===== src/rtl/fpu_share_arbiter_pkg.sv =====
// fpu_arb_pkg: FSM encoding, op codes and flag layout shared by the FP ALU share arbiter.
package fpu_arb_pkg;

    typedef enum logic [1:0] {IDLE, ISSUE, WAIT, RESP} state_t;

    localparam logic [1:0] OP_ADD = 2'b00;
    localparam logic [1:0] OP_SUB = 2'b01;
    localparam logic [1:0] OP_MUL = 2'b10;
    localparam logic [1:0] OP_DIV = 2'b11;

    localparam int FLAG_INVALID   = 4;
    localparam int FLAG_DIVZERO   = 3;
    localparam int FLAG_OVERFLOW  = 2;
    localparam int FLAG_UNDERFLOW = 1;
    localparam int FLAG_INEXACT   = 0;

    // A forced completion reports itself as an invalid operation.
    localparam logic [4:0] FLAG_TIMEOUT = 5'b10000;

    function automatic logic [1:0] onehot2(input logic idx);
        return idx ? 2'b10 : 2'b01;
    endfunction

endpackage


===== src/rtl/fpu_share_arbiter_if.sv =====
// fpu_share_arbiter_if: request/response handshakes plus the ALU issue/result bus.
interface fpu_share_arbiter_if;

    logic [1:0]  req_valid;
    logic [1:0]  req_ready;
    logic [1:0]  req_mode;
    logic [63:0] req_a;
    logic [63:0] req_b;
    logic [3:0]  req_op;
    logic [1:0]  req_round;
    logic [1:0]  rsp_valid;
    logic [1:0]  rsp_ready;
    logic [31:0] rsp_data;
    logic [4:0]  rsp_flags;
    logic        busy;
    logic        alu_start;
    logic        alu_mode_fp;
    logic [1:0]  alu_op;
    logic        alu_round;
    logic [15:0] alu_a16;
    logic [15:0] alu_b16;
    logic [31:0] alu_a32;
    logic [31:0] alu_b32;
    logic        alu_done;
    logic [15:0] alu_r16;
    logic [31:0] alu_r32;
    logic [4:0]  alu_f16;
    logic [4:0]  alu_f32;

    modport slave (
        input  req_valid, req_mode, req_a, req_b, req_op, req_round, rsp_ready,
               alu_done, alu_r16, alu_r32, alu_f16, alu_f32,
        output req_ready, rsp_valid, rsp_data, rsp_flags, busy, alu_start,
               alu_mode_fp, alu_op, alu_round, alu_a16, alu_b16, alu_a32, alu_b32
    );

    modport master (
        output req_valid, req_mode, req_a, req_b, req_op, req_round, rsp_ready,
               alu_done, alu_r16, alu_r32, alu_f16, alu_f32,
        input  req_ready, rsp_valid, rsp_data, rsp_flags, busy, alu_start,
               alu_mode_fp, alu_op, alu_round, alu_a16, alu_b16, alu_a32, alu_b32
    );

endinterface


===== src/rtl/fpu_share_arbiter_rr.sv =====
// rr_arbiter2: combinational two-way round-robin grant; the requester other than i_last wins a tie.
module rr_arbiter2
    import fpu_arb_pkg::*;
(
    input  logic [1:0] i_req,
    input  logic       i_last,
    output logic [1:0] o_grant,
    output logic       o_idx
);

    assign o_idx   = &i_req ? ~i_last : i_req[1];
    assign o_grant = |i_req ? onehot2(o_idx) : 2'b00;

endmodule


===== src/rtl/fpu_share_arbiter.sv =====
// fpu_share_arbiter: shares one FP ALU between two requesters (IDLE/ISSUE/WAIT/RESP sequencer).
// Define FPU_ARB_TIMEOUT_EN to force completion after TIMEOUT_CYCLES WAIT cycles without alu_done.
module fpu_share_arbiter
    import fpu_arb_pkg::*;
#(
    parameter int TIMEOUT_CYCLES = 64
) (
    input logic               clk,
    input logic               reset,
    fpu_share_arbiter_if.slave bus
);

    state_t      r_state;
    state_t      w_next;
    logic        r_last;
    logic        r_g;
    logic        r_mode;
    logic        r_round;
    logic [1:0]  r_op;
    logic [31:0] r_a;
    logic [31:0] r_b;
    logic [31:0] r_data;
    logic [4:0]  r_flags;
    logic [1:0]  w_grant;
    logic        w_idx;
    logic        w_accept;
    logic        w_done;
    logic        w_timeout;

    if (TIMEOUT_CYCLES < 2) begin : g_bad_timeout
        $error("TIMEOUT_CYCLES must be at least 2");
    end

    rr_arbiter2 u_arb (
        .i_req   (bus.req_valid),
        .i_last  (r_last),
        .o_grant (w_grant),
        .o_idx   (w_idx)
    );

`ifdef FPU_ARB_TIMEOUT_EN
    localparam int CW = $clog2(TIMEOUT_CYCLES + 1);
    logic [CW-1:0] r_cnt;
    // Counter sits at zero outside WAIT, so it is already clear on entry.
    always_ff @(posedge clk or posedge reset) begin
        if (reset) r_cnt <= '0;
        else r_cnt <= r_state == WAIT ? r_cnt + 1'b1 : '0;
    end
    assign w_timeout = r_state == WAIT && r_cnt == CW'(TIMEOUT_CYCLES - 1);
`else
    assign w_timeout = 1'b0;
`endif

    assign w_accept = r_state == IDLE && |bus.req_valid;
    assign w_done   = r_state == WAIT && (bus.alu_done || w_timeout);

    always_comb begin
        w_next = r_state;
        case (r_state)
            IDLE:    w_next = |bus.req_valid ? ISSUE : IDLE;
            ISSUE:   w_next = WAIT;
            WAIT:    w_next = w_done ? RESP : WAIT;
            RESP:    w_next = bus.rsp_ready[r_g] ? IDLE : RESP;
            default: w_next = IDLE;
        endcase
    end

    always_ff @(posedge clk or posedge reset) begin
        if (reset) r_state <= IDLE;
        else r_state <= w_next;
    end

    always_ff @(posedge clk or posedge reset) begin
        if (reset) begin
            r_last  <= 1'b1;
            r_g     <= 1'b0;
            r_mode  <= 1'b0;
            r_round <= 1'b0;
            r_op    <= 2'b00;
            r_a     <= 32'h0;
            r_b     <= 32'h0;
            r_data  <= 32'h0;
            r_flags <= 5'h0;
        end else begin
            if (w_accept) begin
                r_g     <= w_idx;
                r_mode  <= bus.req_mode[w_idx];
                r_round <= bus.req_round[w_idx];
                r_op    <= w_idx ? bus.req_op[3:2] : bus.req_op[1:0];
                r_a     <= w_idx ? bus.req_a[63:32] : bus.req_a[31:0];
                r_b     <= w_idx ? bus.req_b[63:32] : bus.req_b[31:0];
            end
            // A real done in the limit cycle takes precedence over the timeout.
            if (w_done) begin
                r_data  <= bus.alu_done ? (r_mode ? bus.alu_r32 : {16'h0, bus.alu_r16}) : 32'h0;
                r_flags <= bus.alu_done ? (r_mode ? bus.alu_f32 : bus.alu_f16) : FLAG_TIMEOUT;
            end
            if (r_state == RESP && bus.rsp_ready[r_g]) r_last <= r_g;
        end
    end

    assign bus.req_ready   = r_state == IDLE ? w_grant : 2'b00;
    assign bus.rsp_valid   = r_state == RESP ? onehot2(r_g) : 2'b00;
    assign bus.rsp_data    = r_data;
    assign bus.rsp_flags   = r_flags;
    assign bus.busy        = r_state != IDLE;
    assign bus.alu_start   = r_state == ISSUE;
    assign bus.alu_mode_fp = r_mode;
    assign bus.alu_op      = r_op;
    assign bus.alu_round   = r_round;
    assign bus.alu_a16     = r_mode ? 16'h0 : r_a[15:0];
    assign bus.alu_b16     = r_mode ? 16'h0 : r_b[15:0];
    assign bus.alu_a32     = r_mode ? r_a : 32'h0;
    assign bus.alu_b32     = r_mode ? r_b : 32'h0;

endmodule


===== src/flat_wrapper.sv =====
// flat-port wrapper written by rule: the top's interface ports become plain ports
module fpu_share_arbiter_flat import fpu_arb_pkg::*;
#(
    parameter int TIMEOUT_CYCLES = 64
)
  (clk, reset, bus_req_valid, bus_req_mode, bus_req_a, bus_req_b, bus_req_op, bus_req_round, bus_rsp_ready, bus_alu_done, bus_alu_r16, bus_alu_r32, bus_alu_f16, bus_alu_f32, bus_req_ready, bus_rsp_valid, bus_rsp_data, bus_rsp_flags, bus_busy, bus_alu_start, bus_alu_mode_fp, bus_alu_op, bus_alu_round, bus_alu_a16, bus_alu_b16, bus_alu_a32, bus_alu_b32);
  fpu_share_arbiter_if bus_i ();
  input logic clk;
  input logic reset;
  input wire logic [$bits(bus_i.req_valid)-1:0] bus_req_valid;
  input wire logic [$bits(bus_i.req_mode)-1:0] bus_req_mode;
  input wire logic [$bits(bus_i.req_a)-1:0] bus_req_a;
  input wire logic [$bits(bus_i.req_b)-1:0] bus_req_b;
  input wire logic [$bits(bus_i.req_op)-1:0] bus_req_op;
  input wire logic [$bits(bus_i.req_round)-1:0] bus_req_round;
  input wire logic [$bits(bus_i.rsp_ready)-1:0] bus_rsp_ready;
  input wire logic [$bits(bus_i.alu_done)-1:0] bus_alu_done;
  input wire logic [$bits(bus_i.alu_r16)-1:0] bus_alu_r16;
  input wire logic [$bits(bus_i.alu_r32)-1:0] bus_alu_r32;
  input wire logic [$bits(bus_i.alu_f16)-1:0] bus_alu_f16;
  input wire logic [$bits(bus_i.alu_f32)-1:0] bus_alu_f32;
  output wire logic [$bits(bus_i.req_ready)-1:0] bus_req_ready;
  output wire logic [$bits(bus_i.rsp_valid)-1:0] bus_rsp_valid;
  output wire logic [$bits(bus_i.rsp_data)-1:0] bus_rsp_data;
  output wire logic [$bits(bus_i.rsp_flags)-1:0] bus_rsp_flags;
  output wire logic [$bits(bus_i.busy)-1:0] bus_busy;
  output wire logic [$bits(bus_i.alu_start)-1:0] bus_alu_start;
  output wire logic [$bits(bus_i.alu_mode_fp)-1:0] bus_alu_mode_fp;
  output wire logic [$bits(bus_i.alu_op)-1:0] bus_alu_op;
  output wire logic [$bits(bus_i.alu_round)-1:0] bus_alu_round;
  output wire logic [$bits(bus_i.alu_a16)-1:0] bus_alu_a16;
  output wire logic [$bits(bus_i.alu_b16)-1:0] bus_alu_b16;
  output wire logic [$bits(bus_i.alu_a32)-1:0] bus_alu_a32;
  output wire logic [$bits(bus_i.alu_b32)-1:0] bus_alu_b32;
  assign bus_i.req_valid = bus_req_valid;
  assign bus_i.req_mode = bus_req_mode;
  assign bus_i.req_a = bus_req_a;
  assign bus_i.req_b = bus_req_b;
  assign bus_i.req_op = bus_req_op;
  assign bus_i.req_round = bus_req_round;
  assign bus_i.rsp_ready = bus_rsp_ready;
  assign bus_i.alu_done = bus_alu_done;
  assign bus_i.alu_r16 = bus_alu_r16;
  assign bus_i.alu_r32 = bus_alu_r32;
  assign bus_i.alu_f16 = bus_alu_f16;
  assign bus_i.alu_f32 = bus_alu_f32;
  assign bus_req_ready = bus_i.req_ready;
  assign bus_rsp_valid = bus_i.rsp_valid;
  assign bus_rsp_data = bus_i.rsp_data;
  assign bus_rsp_flags = bus_i.rsp_flags;
  assign bus_busy = bus_i.busy;
  assign bus_alu_start = bus_i.alu_start;
  assign bus_alu_mode_fp = bus_i.alu_mode_fp;
  assign bus_alu_op = bus_i.alu_op;
  assign bus_alu_round = bus_i.alu_round;
  assign bus_alu_a16 = bus_i.alu_a16;
  assign bus_alu_b16 = bus_i.alu_b16;
  assign bus_alu_a32 = bus_i.alu_a32;
  assign bus_alu_b32 = bus_i.alu_b32;
  fpu_share_arbiter #(.TIMEOUT_CYCLES(TIMEOUT_CYCLES)) u_core (.clk(clk), .reset(reset), .bus(bus_i));
endmodule

===== config.mk =====
export PLATFORM = sky130hd
export DESIGN_NAME = fpu_share_arbiter_flat
export DESIGN_NICKNAME = d
export VERILOG_FILES = /design/src/rtl/fpu_share_arbiter_pkg.sv /design/src/rtl/fpu_share_arbiter_if.sv /design/src/rtl/fpu_share_arbiter_rr.sv /design/src/rtl/fpu_share_arbiter.sv /design/src/flat_wrapper.sv
export SDC_FILE = /design/constraint.sdc
export NUM_CORES = 1
export LEC_CHECK = 0
export BUFFER_PORTS_ARGS = -buffer_cell sky130_fd_sc_hd__buf_4
export CAP_MARGIN = 20
export CORE_AREA = 2 2 134 136
export DETAILED_ROUTE_END_ITERATION = 10
export DIE_AREA = 0 0 136 138
export PLACE_DENSITY = 0.74
export SETUP_SLACK_MARGIN = 0.3
export SYNTH_ARGS = -nofsm -noshare
export SYNTH_HDL_FRONTEND = slang
export SYNTH_SLANG_ARGS = --single-unit
export TNS_END_PERCENT = 50

===== constraint.sdc =====
create_clock -name clk -period 5 [get_ports clk]
set_input_delay 0.75 -clock clk [delete_from_list [all_inputs] [get_ports clk]]
set_output_delay 0.75 -clock clk [all_outputs]
set_load 0.02 [all_outputs]

; ---- Word level (Yosys, flattened, before mapping)
; Index checks and enable logic that the tools add are counted.
[word_totals]
inputBits = 201
wordCells = 50
reg_bits = 109
out_inout_bits = 143
[classes]
eq_ne = 3
n_mux = 27
n_lt_le_gt_ge = 2
bitwise_logic = 1
n_reduce_logical = 7
[op_table]
columns = cell, n
row1 = 2-to-1 mux 32 bit, 6
row2 = 2-to-1 mux 16 bit, 2
row3 = 2-to-1 mux 2 bit, 7
row4 = 2-to-1 mux 5 bit, 2
row5 = 2-to-1 mux 1 bit, 9
row6 = one-hot mux 2 bit (4 select lines), 1
row7 = "equality test 2 bit, second input constant", 2
row8 = "< comparator 1 x 2 -> 1 bit, second input constant", 2
row9 = logical AND 1 bit, 3
row10 = "equality test 2 x 1 -> 1 bit, second input constant", 1
row11 = logical NOT 2 bit, 1
row12 = AND reduction 2 bit, 1
row13 = nonzero test 2 bit, 1
row14 = OR reduction 2 bit, 1
row15 = inverter 1 bit, 1

; ---- Logic depth before layout (Yosys ltp)
[logic_depth]
depth_word = 5
ltp_mapped = 5
ltp_nobuf = 3

; ---- Hierarchy
; A second synthesis with hierarchy kept.
[unflattened]
hier_cells = 516
area_unflattened_um2 = 5844.4
[modules_own_cells]
columns = module, seq_area_each_um2, area_per_inst_um2, instances, cells_each
row1 = fpu_share_arbiter, 2728.9, 5818.1, 1, 512
row2 = rr_arbiter2, 0.0, 26.3, 1, 4

; ---- Worst setup path before layout
; Ideal clock, no wire load.
[synth_path]
kind = input-to-output
from = input bus_req_valid[1]
to = output bus_req_ready[1]
arrival_ps = 1729
t_required_ps = 4250
stages = 4
setup_slack_ps = 2521
path_cell_list = a21bo_1 buf_6 buf_6 nor3_1
[synth_via]
elab_chain_len = 5
elab_cells_between_ends = 6
cone_classes = mux (4) / reduce/logical (2)
[synth_lines]
columns = element, line
row1 = "start, declared", flat_wrapper.sv:10  ; input wire logic [$bits(bus_i.req_valid)-1:0] bus_req_valid;
row2 = AND reduction 2 bit, fpu_share_arbiter_rr.sv:11  ; assign o_idx = &i_req ? ~i_last : i_req[1];
row3 = 2-to-1 mux 1 bit, fpu_share_arbiter_rr.sv:11
row4 = 2-to-1 mux 2 bit, fpu_share_arbiter_pkg.sv:21  ; return idx ? 2'b10 : 2'b01;
row5 = 2-to-1 mux 2 bit (*), fpu_share_arbiter_rr.sv:12  ; assign o_grant = |i_req ? onehot2(o_idx) : 2'b00;
row6 = 2-to-1 mux 2 bit (*), fpu_share_arbiter.sv:102  ; assign bus.req_ready = r_state == IDLE ? w_grant : 2'b00;
row7 = "end, declared", flat_wrapper.sv:22  ; output wire logic [$bits(bus_i.req_ready)-1:0] bus_req_ready;
; Every way passes the cells marked *; elsewhere a longest branch is shown, timed or not.

; ---- Worst setup path after layout
[layout_path]
from = register u_core.r_last
to = output bus_req_ready[1]
[layout_via]
elab_chain_len = 5
[layout_lines]
columns = element, line
row1 = "start, declared", fpu_share_arbiter.sv:15  ; logic r_last;
row2 = "start signal, assigned", fpu_share_arbiter.sv:98  ; if (r_state == RESP && bus.rsp_ready[r_g]) r_last <= r_g;
row3 = inverter 1 bit, fpu_share_arbiter_rr.sv:11
row4 = 2-to-1 mux 1 bit, fpu_share_arbiter_rr.sv:11
row5 = 2-to-1 mux 2 bit, fpu_share_arbiter_pkg.sv:21
row6 = 2-to-1 mux 2 bit, fpu_share_arbiter_rr.sv:12
row7 = 2-to-1 mux 2 bit, fpu_share_arbiter.sv:102
; No other way between the ends.

==> reports/qor.csv <==
stage,metric,value,unit
run_status,outcome,"complete, no violations",
placement,dpl hpwl,12.21,mm
cts,Root Buffer,clkbuf_16,
synthesis,sequential area share after synthesis,0.4508,
floorplanning,Die Y,138,um
synthesis,synth warn,0,
timing,Hold Fails Final Rpt,0,
worst_setup_path,worst-path cell chain,a21bo_4 > nor3_1 > buf_4,
drt,number of DRC markers in iteration 0,163,
cells_and_area,Area Overhead vs Synth,50.48,%
timing,post-route setup TNS,0,ns
global_route,total congestion overflow,0,
placement,pre-CTS setup slack,2.167,ns
power_and_ir_drop,VDD IR-drop max,0.0003831,V
cts,post-cts sizing count,0,
cells_and_area,layout cells sized above 1,0.6060,
global_route,Total GRT Usage,0.1696,
cts,worst skew pair latency,0.35,ns
timing,clk_skew,0.008721,ns
cells_and_area,# diodes,0,
worst_setup_path,Worst Path Buf+Inv,1,
floorplanning,core area,0.01753,mm2
worst_setup_path,Crit Path Category,flip-flop to primary output,
timing,Slew @ Worst Pin,0.8171,ns
synthesis,cell area after synthesis,0.006053,mm2
global_route,pin count of the biggest net entering global routing,113,
drt,detailed-route DRC error count,0,
worst_setup_path,"delay-heaviest family, CP",compound AO/OA/AOI/OAI gates,
floorplanning,std cell rows,49,
timing,Fmax,371.6,MHz
drt,WL final,16.34,mm
worst_setup_path,max incr delay on CP,0.65,ns
drt,"antenna viol nets, final",0,
timing,final period utilization,0.5382,
global_route,first-pass GRT wire length,25.25,mm
placement,routability congestion estimate from global placement,0.7745,
cts,TritonCTS clock tree,built,
floorplanning,Initial Util,0.3452,
drt,DR vias/cell,4.541,
floorplanning,Die Wd,136,um
worst_setup_path,Worst Path Max Fanout,41,
worst_setup_path,critical path startpoint category,flip-flop,
drt,wire per inst,15.28,um
synthesis,Yosys reg bits,109,
drt,vias,4854,
floorplanning,I/O pin count,344,
cts,hold buffers post-CTS,0,
min_path,hold crit path type,input pin to asynchronous set/reset pin,
cts,setup bufs post-CTS,0,
cts,Clock transition at path regs,0.08,ns
job,Max Cap Viol,0,
timing,minimum clock period,2.691,ns
cts,CTS buffer count,9,
floorplanning,die area,0.01877,mm2
worst_setup_path,CP arrival,1.94,ns
global_route,vias in the first global route,4908,
power_and_ir_drop,Leak,4.650,nW
timing,RSZ-0062 raised after global routing,no,
timing,final worst setup slack,2.309,ns
worst_setup_path,Worst path slowest cell,a21bo_4,
timing,Pins Over Slew Limit,0,
cts,H-Tree Depth,3,
cts,Clock Sinks,109,
drt,drt pass-1 iters,4,
cts,CTS max path bufs,2,
power_and_ir_drop,pwr/cell area,588.5,mW/mm2
timing,Slew Limit Headroom,0.4553,
worst_setup_path,"Data required, critical path",4.25,ns
synthesis,top-area cell type share of the netlist area,0.4465,
synthesis,Synth Instances,511,
synthesis,Synth area leaders,"dfrtp_1 (45%), mux2_4 (17%), mux2_2 (13%)",
global_route,initial antenna violation count,0,
cells_and_area,nets,1036,
synthesis,Syn Area/Cell,11.85,um2
worst_setup_path,nature of the critical path endpoint,primary output,
cells_and_area,layout filler cell count,1601,
placement,PortBufs,343,
synthesis,Synth cell types,24,
synthesis,post-synth top area cell,dfrtp_1,
synthesis,Mapped Nets,712,
timing,setup violators final,0,
[cell families after synthesis]
logic type / count (synthesis) / share of synthesized area
and+or+nand+nor: 161 / 0.1422
muxes: 158 / 0.3317
AOI/OAI and AO/OA: 43 / 0.03803
DFF: 109 / 0.4508
buffers and inverters: 40 / 0.03721
[state kept, by name, indices dropped and copies added (netlist names)]
signal,count
u_core.bus.alu_mode_fp,1
u_core.bus.rsp_data,32
u_core.bus.alu_round,1
u_core.bus.rsp_flags,5
u_core.r_state,2
u_core.r_a,32
u_core.r_g,1
u_core.bus.alu_op,2
u_core.r_last,1
u_core.r_b,32
[final timing paths]
| check | startpoint | end | slack [ns] | cells after the start |
|---|---|---|---|---|
| max | u_core.r_last$_DFFE_PP1P_ | bus_req_ready[1] | 2.31 | 3 |
| min | reset | u_core.r_b[15]$_DFFE_PP0P_ | 0.33 | 2 |
| max reg2reg | u_core.r_last$_DFFE_PP1P_ | u_core.r_b[0]$_DFFE_PP0P_ | 2.53 | 4 |
| min reg2reg | u_core.bus.rsp_data[29]$_DFFE_PP0P_ | u_core.bus.rsp_data[29]$_DFFE_PP0P_ | 0.48 | 2 |
| max in group asynchronous | reset | u_core.bus.alu_mode_fp$_DFFE_PP0P_ | 3.56 | 4 |
| min in group clk | u_core.bus.rsp_data[29]$_DFFE_PP0P_ | u_core.bus.rsp_data[29]$_DFFE_PP0P_ | 0.48 | 2 |
[final cells by class]
type / count / area, um2 / share of cell area
multi-input cells: 362 / 3113 / 0.3418
flip-flops and latches: 109 / 2733 / 0.3000
repair buffers: 351 / 2675 / 0.2937
well taps: 229 / 286.5 / 0.03146
clock buffers: 9 / 225.2 / 0.02473
clock inverters: 7 / 66.31 / 0.007280
inverters: 2 / 10.01 / 0.001099
[metrics by stage]
stage	total power, W	utilization	instances	cell area [um2]	hold slack, ns
5_1_grt	0.005716	0.5195	1069	9109	0.3284
3_3_place_gp	0.004617	0.4997	1051	8762	0.4645
4_1_cts	0.005405	0.5163	1067	9054	0.4899
3_5_place_dp	0.004682	0.4997	1051	8762	0.4710
2_1_floorplan	0.003461	-	511	6053	0.4705
6_report	0.005361	0.5195	1069	9109	0.3310
[cell usage after synthesis]
cell,count
dfrtp_1,108
mux2_2,69
mux2_4,68
and2_1,64
nand2_1,54
o21ai_0,37
nor2b_1,35
mux2i_1,21
clkbuf_1,18
buf_2,12
buf_6,8
nor2_1,4
inv_1,2
a21bo_1,1
a21o_1,1
a21oi_1,1
a31oi_1,1
and3_1,1
dfstp_2,1
nand3_1,1
nand3b_1,1
nor3_1,1
o211ai_1,1
o21ai_2,1
[cell usage in the layout, fill, tap and decap left out, types with 2 or more instances in the layout]
cell | synthesis | final
buf_4 | 0 | 349
dfrtp_1 | 108 | 107
mux2_2 | 69 | 69
mux2_4 | 68 | 68
and2_1 | 64 | 64
nand2_1 | 54 | 54
o21ai_0 | 37 | 37
nor2b_1 | 35 | 35
mux2i_1 | 21 | 21
clkbuf_16 | 0 | 9
nor2_1 | 4 | 4
clkinv_4 | 0 | 4
inv_8 | 0 | 2
buf_16 | 0 | 2
[layer usage]
metal / vias up / global-route usage / wire [um]
li1: 2369 / - / -
met4: 0 / 0.04989 / 239
met5: - / 0 / 0
met1: 2271 / 0.1930 / 6287
met2: 199 / 0.3026 / 8279
met3: 15 / 0.05244 / 1532
[power breakdown]
| group | total (W) | switching [W] | internal, W |
|---|---|---|---|
| registers | 0.00161 | 0.000299 | 0.00131 |
| logic | 0.00305 | 0.00153 | 0.00151 |
| clock network | 0.000705 | 0.000354 | 0.000351 |
| total | 0.00536 | 0.00219 | 0.00317 |
No activity file was read; power rests on OpenSTA's default activity.
